## config.mk

```make
export PLATFORM = sky130hd
export DESIGN_NAME = bus_demux
export DESIGN_NICKNAME = d
export VERILOG_FILES = /design/src/rtl/bus_demux.sv
export SDC_FILE = /design/constraint.sdc
export NUM_CORES = 1
export LEC_CHECK = 0
export CAP_MARGIN = 20
export CORE_AREA = 2 2 121 123
export DETAILED_ROUTE_END_ITERATION = 10
export DIE_AREA = 0 0 123 125
export GPL_TIMING_DRIVEN = 0
export PLACE_DENSITY = 0.65
export SLEW_MARGIN = 30
export SYNTH_ARGS = -nofsm -noshare
export SYNTH_HDL_FRONTEND = slang
export SYNTH_SLANG_ARGS = --single-unit
```

## constraint.sdc

```tcl
create_clock -name clk_i -period 1.4 [get_ports clk_i]
set_input_delay 0.14 -clock clk_i [delete_from_list [all_inputs] [get_ports clk_i]]
set_output_delay 0.14 -clock clk_i [all_outputs]
set_load 0.1 [all_outputs]
```

## src/rtl/bus_demux.sv

```systemverilog
// Address-decoding demultiplexer: one upstream request port fanned out to
// NPORTS downstream ports, with decode-miss errors and an optional response timeout.
module bus_demux #(
  parameter int                      NPORTS     = 2,
  parameter int                      ADDRW      = 32,
  parameter int                      DATAW      = 32,
  parameter int                      MASKW      = DATAW / 8,
  parameter logic [NPORTS*ADDRW-1:0] BASE_ADDRS = {32'h1000_0000, 32'h0000_0000},
  parameter logic [NPORTS*ADDRW-1:0] ADDR_MASKS = {2{32'hF000_0000}},
  parameter int                      TIMEOUT    = 0,
  parameter logic [DATAW-1:0]        ERR_DATA   = 32'hDEAD_BEEF
) (
  input  logic                    clk_i,
  input  logic                    rst_i,
  input  logic [ADDRW-1:0]        slave_addr_i,
  output logic [DATAW-1:0]        slave_rdata_o,
  input  logic [DATAW-1:0]        slave_wdata_i,
  input  logic [MASKW-1:0]        slave_mask_i,
  input  logic                    slave_we_i,
  input  logic                    slave_valid_i,
  output logic                    slave_resp_o,
  output logic                    slave_err_o,
  output logic [NPORTS*ADDRW-1:0] master_addr_o,
  output logic [NPORTS*DATAW-1:0] master_wdata_o,
  output logic [NPORTS*MASKW-1:0] master_mask_o,
  output logic [NPORTS-1:0]       master_we_o,
  input  logic [NPORTS*DATAW-1:0] master_rdata_i,
  output logic [NPORTS-1:0]       master_valid_o,
  input  logic [NPORTS-1:0]       master_resp_i,
  output logic                    busy_o,
  output logic [1:0]              dbg_state_o
);

  // Handshake: a requester raises valid and holds it with stable fields until
  // it sees a one-cycle resp pulse; resp (with err) completes the transfer.
  // The same rule applies on each downstream port.

  typedef enum logic [1:0] {
    S_IDLE = 2'd0,
    S_BUSY = 2'd1,
    S_ERR  = 2'd2
  } state_t;

  localparam int SELW = (NPORTS > 1) ? $clog2(NPORTS) : 1;

  state_t          r_state;
  state_t          w_state_nxt;
  logic [SELW-1:0] r_sel;
  logic [SELW-1:0] w_sel_nxt;
  logic            w_hit;
  logic [SELW-1:0] w_hit_idx;
  logic            w_sel_resp;
  logic            w_timeout;

  // Walk from the top index down so the lowest matching port is the final winner.
  always_comb begin
    w_hit     = 1'b0;
    w_hit_idx = '0;
    for (int i = NPORTS - 1; i >= 0; i--) begin
      if ((slave_addr_i & ADDR_MASKS[i*ADDRW +: ADDRW]) ==
          (BASE_ADDRS[i*ADDRW +: ADDRW] & ADDR_MASKS[i*ADDRW +: ADDRW])) begin
        w_hit     = 1'b1;
        w_hit_idx = SELW'(i);
      end
    end
  end

  assign w_sel_resp = master_resp_i[r_sel];

  generate
    if (TIMEOUT > 0) begin : g_tmo
      localparam int CNTW = $clog2(TIMEOUT + 1);
      logic [CNTW-1:0] r_cnt;

      // Counts BUSY cycles already spent, so it reads k-1 in the k-th BUSY cycle.
      always_ff @(posedge clk_i or posedge rst_i) begin
        if (rst_i) begin
          r_cnt <= '0;
        end else if (r_state == S_BUSY && w_state_nxt == S_BUSY) begin
          if (r_cnt != CNTW'(TIMEOUT)) r_cnt <= r_cnt + 1'b1;
        end else begin
          r_cnt <= '0;
        end
      end

      assign w_timeout = (r_state == S_BUSY) && (r_cnt == CNTW'(TIMEOUT - 1));
    end else begin : g_no_tmo
      assign w_timeout = 1'b0;
    end
  endgenerate

  always_ff @(posedge clk_i or posedge rst_i) begin
    if (rst_i) begin
      r_state <= S_IDLE;
      r_sel   <= '0;
    end else begin
      r_state <= w_state_nxt;
      r_sel   <= w_sel_nxt;
    end
  end

  always_comb begin
    w_state_nxt    = r_state;
    w_sel_nxt      = r_sel;
    master_valid_o = '0;
    slave_resp_o   = 1'b0;
    slave_err_o    = 1'b0;
    slave_rdata_o  = '0;
    case (r_state)
      S_IDLE: begin
        if (slave_valid_i) begin
          if (w_hit) begin
            w_sel_nxt   = w_hit_idx;
            w_state_nxt = S_BUSY;
          end else begin
            w_state_nxt = S_ERR;
          end
        end
      end
      S_BUSY: begin
        // A real response takes priority over a timeout expiring in the same cycle.
        if (w_sel_resp) begin
          master_valid_o[r_sel] = slave_valid_i;
          slave_resp_o          = 1'b1;
          slave_rdata_o         = master_rdata_i[int'(r_sel)*DATAW +: DATAW];
          w_state_nxt           = S_IDLE;
        end else if (w_timeout) begin
          slave_resp_o  = 1'b1;
          slave_err_o   = 1'b1;
          slave_rdata_o = ERR_DATA;
          w_state_nxt   = S_IDLE;
        end else begin
          master_valid_o[r_sel] = slave_valid_i;
        end
      end
      S_ERR: begin
        slave_resp_o  = 1'b1;
        slave_err_o   = 1'b1;
        slave_rdata_o = ERR_DATA;
        w_state_nxt   = S_IDLE;
      end
      default: w_state_nxt = S_IDLE;
    endcase
  end

  assign master_addr_o  = {NPORTS{slave_addr_i}};
  assign master_wdata_o = {NPORTS{slave_wdata_i}};
  assign master_mask_o  = {NPORTS{slave_mask_i}};
  assign master_we_o    = {NPORTS{slave_we_i}};
  assign busy_o         = (r_state != S_IDLE);
  assign dbg_state_o    = r_state;

endmodule
```

==> metrics.txt <==
outcome finished, violations left; failing checks setup timing; fillcell total 1418; worst setup path end slave_rdata_o[9]; Post-synth EDFFs 0; cell count of the worst reg-to-reg path 4; total routed wirelength 7986 µm; cell area reported after detailed placement 5009 µm²; Crit Reg-Reg Endpoint r_sel; Final Hold Vio Count 0; syn_nets 381; RR Startpoint dbg_state_o[1]; flop and latch count out of synthesis 3; final setup violation count 35; maximum number of pins on one net before global-route repair 11; routed length on met3 930 µm; library cell used as clock root buffer clkbuf_16; max-cap violation count 0; required arrival time at the worst endpoint 1260 ps; minimum clock period 1844 ps; worst setup path class reg2out; placeable core area 14200 µm²; later-pin clock latency in the skew report 220 ps; Static Leakage 2.636 nW; setup repair after global routing missed its margin yes; share of the core filled with cells in the final layout 38.94%; cells along the critical path inv_4 -> ha_4 -> nand3_4 -> buf_12 -> o21ai_4 -> buf_12; CP Max Fanout 10; top cell type's share of synthesized area 56.40%; synthesized area per cell 7.685 µm²; level count of the clock H-tree 1; final non-filler cell area 5530 µm²; global-route wire length before repair 12120 µm; Critical Path Most Common Cell buf_12; cell types with the largest area share after synthesis buf_4 56%, mux2i_1 18%, o21ai_1 5.7%; Std-Cell Rows 44; remaining max-slew budget at the tightest pin 32.98%; clock tree from TritonCTS done; Worst path depth 6; number of antenna violations at the first check in global routing 0; top cells by instance count after synthesis 138 x buf_4, 33 x mux2i_1, 21 x o21ai_1; Worst Max-Slew Pin Slew 1009 ps; mean routed wirelength per cell 11.57 µm; Critical Path Source dbg_state_o[1]; ratio of cells with drive above 1 in the final layout 51.98%; Post-Route Skew 0.9946 ps; diode count 0; Cells after Synth 239; buffers added on ports 249; grt total ovfl 0; Starting Density 12.93%; Hold Crit Class in2async; Antenna Violating Nets Remaining 0; Period Utilization, post-route 131.7%; footprint of the multi-input gates 1096 µm²; Power per Cell Area 1178 nW/µm²; routed metal-1 wire length 2387 µm; top-level port count 315; delay of the slowest critical-path stage 420 ps; Die Y-Extent 125 µm; TritonCTS Buffers 3; number of buffer and inverter instances along the worst setup path 3; post-route worst setup slack -443.9 ps; minimum setup slack among reg-to-reg paths 70 ps; number of nets in the layout 649; Post-synth top flop dfrtp_1; CP top delay family buffers and inverters; Highest Clock Rate 542.3 MHz; horizontal extent of the die 123 µm; cell with the most instances after synthesis buf_4; maximum vdd drop 509.7 µV; sequential-to-total area share from yosys stat 4.087%; number of vias after detailed routing 2463; slowest stage cell on the critical path dfrtp_4; GRT Total Usage 9.547%; DRC violation total after the first TritonRoute iteration 10; number of remaining DRC errors 0; signal arrival time at the worst endpoint 1700 ps; Avg Vias per Cell 3.570; cell type with the highest aggregate area in the netlist buf_4; number of distinct library cells after synthesis 21; yosys warns 0; placed wire-length estimate 6793 µm; overall die area 15380 µm²; final count of pins violating max slew 0; total negative setup slack -13550 ps; drt first pass iters 2; mapped cell area 1837 µm²; clock-pin slew on the worst setup and hold paths 30 ps; area overhead of the layout relative to synthesis 201.1%; Hold-fix buffers, CTS 0; kind of launch point of the worst setup path flop; FF+latch area 82.58 µm²; Clock Tree Buf Depth 2; capturing element type of the critical path output pin; routability-driven placement congestion ratio 0.7451; proportion of register bits with asynchronous set or reset after synthesis 100.0%; number of sinks handled by clock tree synthesis 3; highest routed layer met3; number of global-route vias before repair 2687; total length of routed met2 wires 4668 µm; power consumption 6.517 mW
## layout make-up
class	count	area share, %
inverter	4	0.4299
clock buffer	4	1.425
tap	184	4.163
sequential	3	1.493
timing repair buffer	263	51.83
multi-input combinational	86	19.82
buffer	146	20.84
## registers in the layout, summed over array words and instances, names as in the netlist
register / count
r_sel: 1
dbg_state_o: 2
## layer usage
metal | up-vias | track usage [%]
met3 | 0 | 2.372
met4 | 0 | 1.003
met1 | 1116 | 8.690
met2 | 169 | 20.77
li1 | 1178 | -
met5 | - | 0
## layout by cell type (no fill, tap or decap)
cell             count
dfrtp_4              2
inv_4                2
clkdlybuf4s50_1     72
buf_6                6
dfrtp_1              1
buf_2               10
ha_4                 3
nor3_2               1
buf_16               2
mux2i_1             33
nor2_1               1
nand2_4              2
clkinvlp_4           1
dlygate4sd2_1      130
nand3_4              2
nand2_1              2
inv_1                1
o2bb2ai_2            1
mux2_4               2
buf_8                1
clkbuf_1             1
nor2_4               9
ha_2                 1
clkbuf_16            5
buf_4              144
a22o_1               2
nand2_8              1
buf_12              42
and3_4               2
o21ai_4             24
## where the power goes
| group | internal [mW] | total, mW | switching [mW] |
|---|---|---|---|
| registers | 0.114 | 0.130 | 0.0160 |
| logic | 1.96 | 5.94 | 3.98 |
| clock network | 0.375 | 0.449 | 0.0736 |
| total | 2.45 | 6.52 | 4.07 |
## repair_timing
action | CTS | global route
setup buffers | 9 | 2
setup endpoints to repair | 177 | 38
resized for setup | 528 | 11
endpoints found under the hold margin | 0 | 0
cloned | 3 | 0
pin swaps | 4 | 5
## stage by stage
stage          hold slack [ps]  instances  setup slack, ps
6_report                 94.56        690           -443.9
3_3_place_gp             321.7        672            -1276
2_1_floorplan           -106.3        239           -661.3
5_1_grt                  119.8        690           -497.7
3_5_place_dp             322.7        672            -1289
4_1_cts                  96.40        688           -486.3
## worst min-delay path by stage
| stage | slack (ps) | to | cells past startpoint |
|---|---|---|---|
| final | 90 | r_sel | 2 |
| after global routing | 120 | dbg_state_o[0] | 2 |
| after CTS | 100 | dbg_state_o[1] | 2 |
| after detailed placement | 320 | dbg_state_o[0] | 2 |
| after global placement | 320 | r_sel | 2 |
| after floorplan | -110 | r_sel | 1 |
## kinds of logic (layout without fill, tap and decap cells)
logic type      after synthesis  in the layout  share of synthesized area, %
simple gates                 20             20                         5.518
flops                         3              3                         4.087
compound gates               27             27                         7.970
buf+inv                     150            417                         60.28
mux                          35             35                         19.41
fa+ha+maj                     4              4                         2.725
Power figures use the tool's default switching activity.
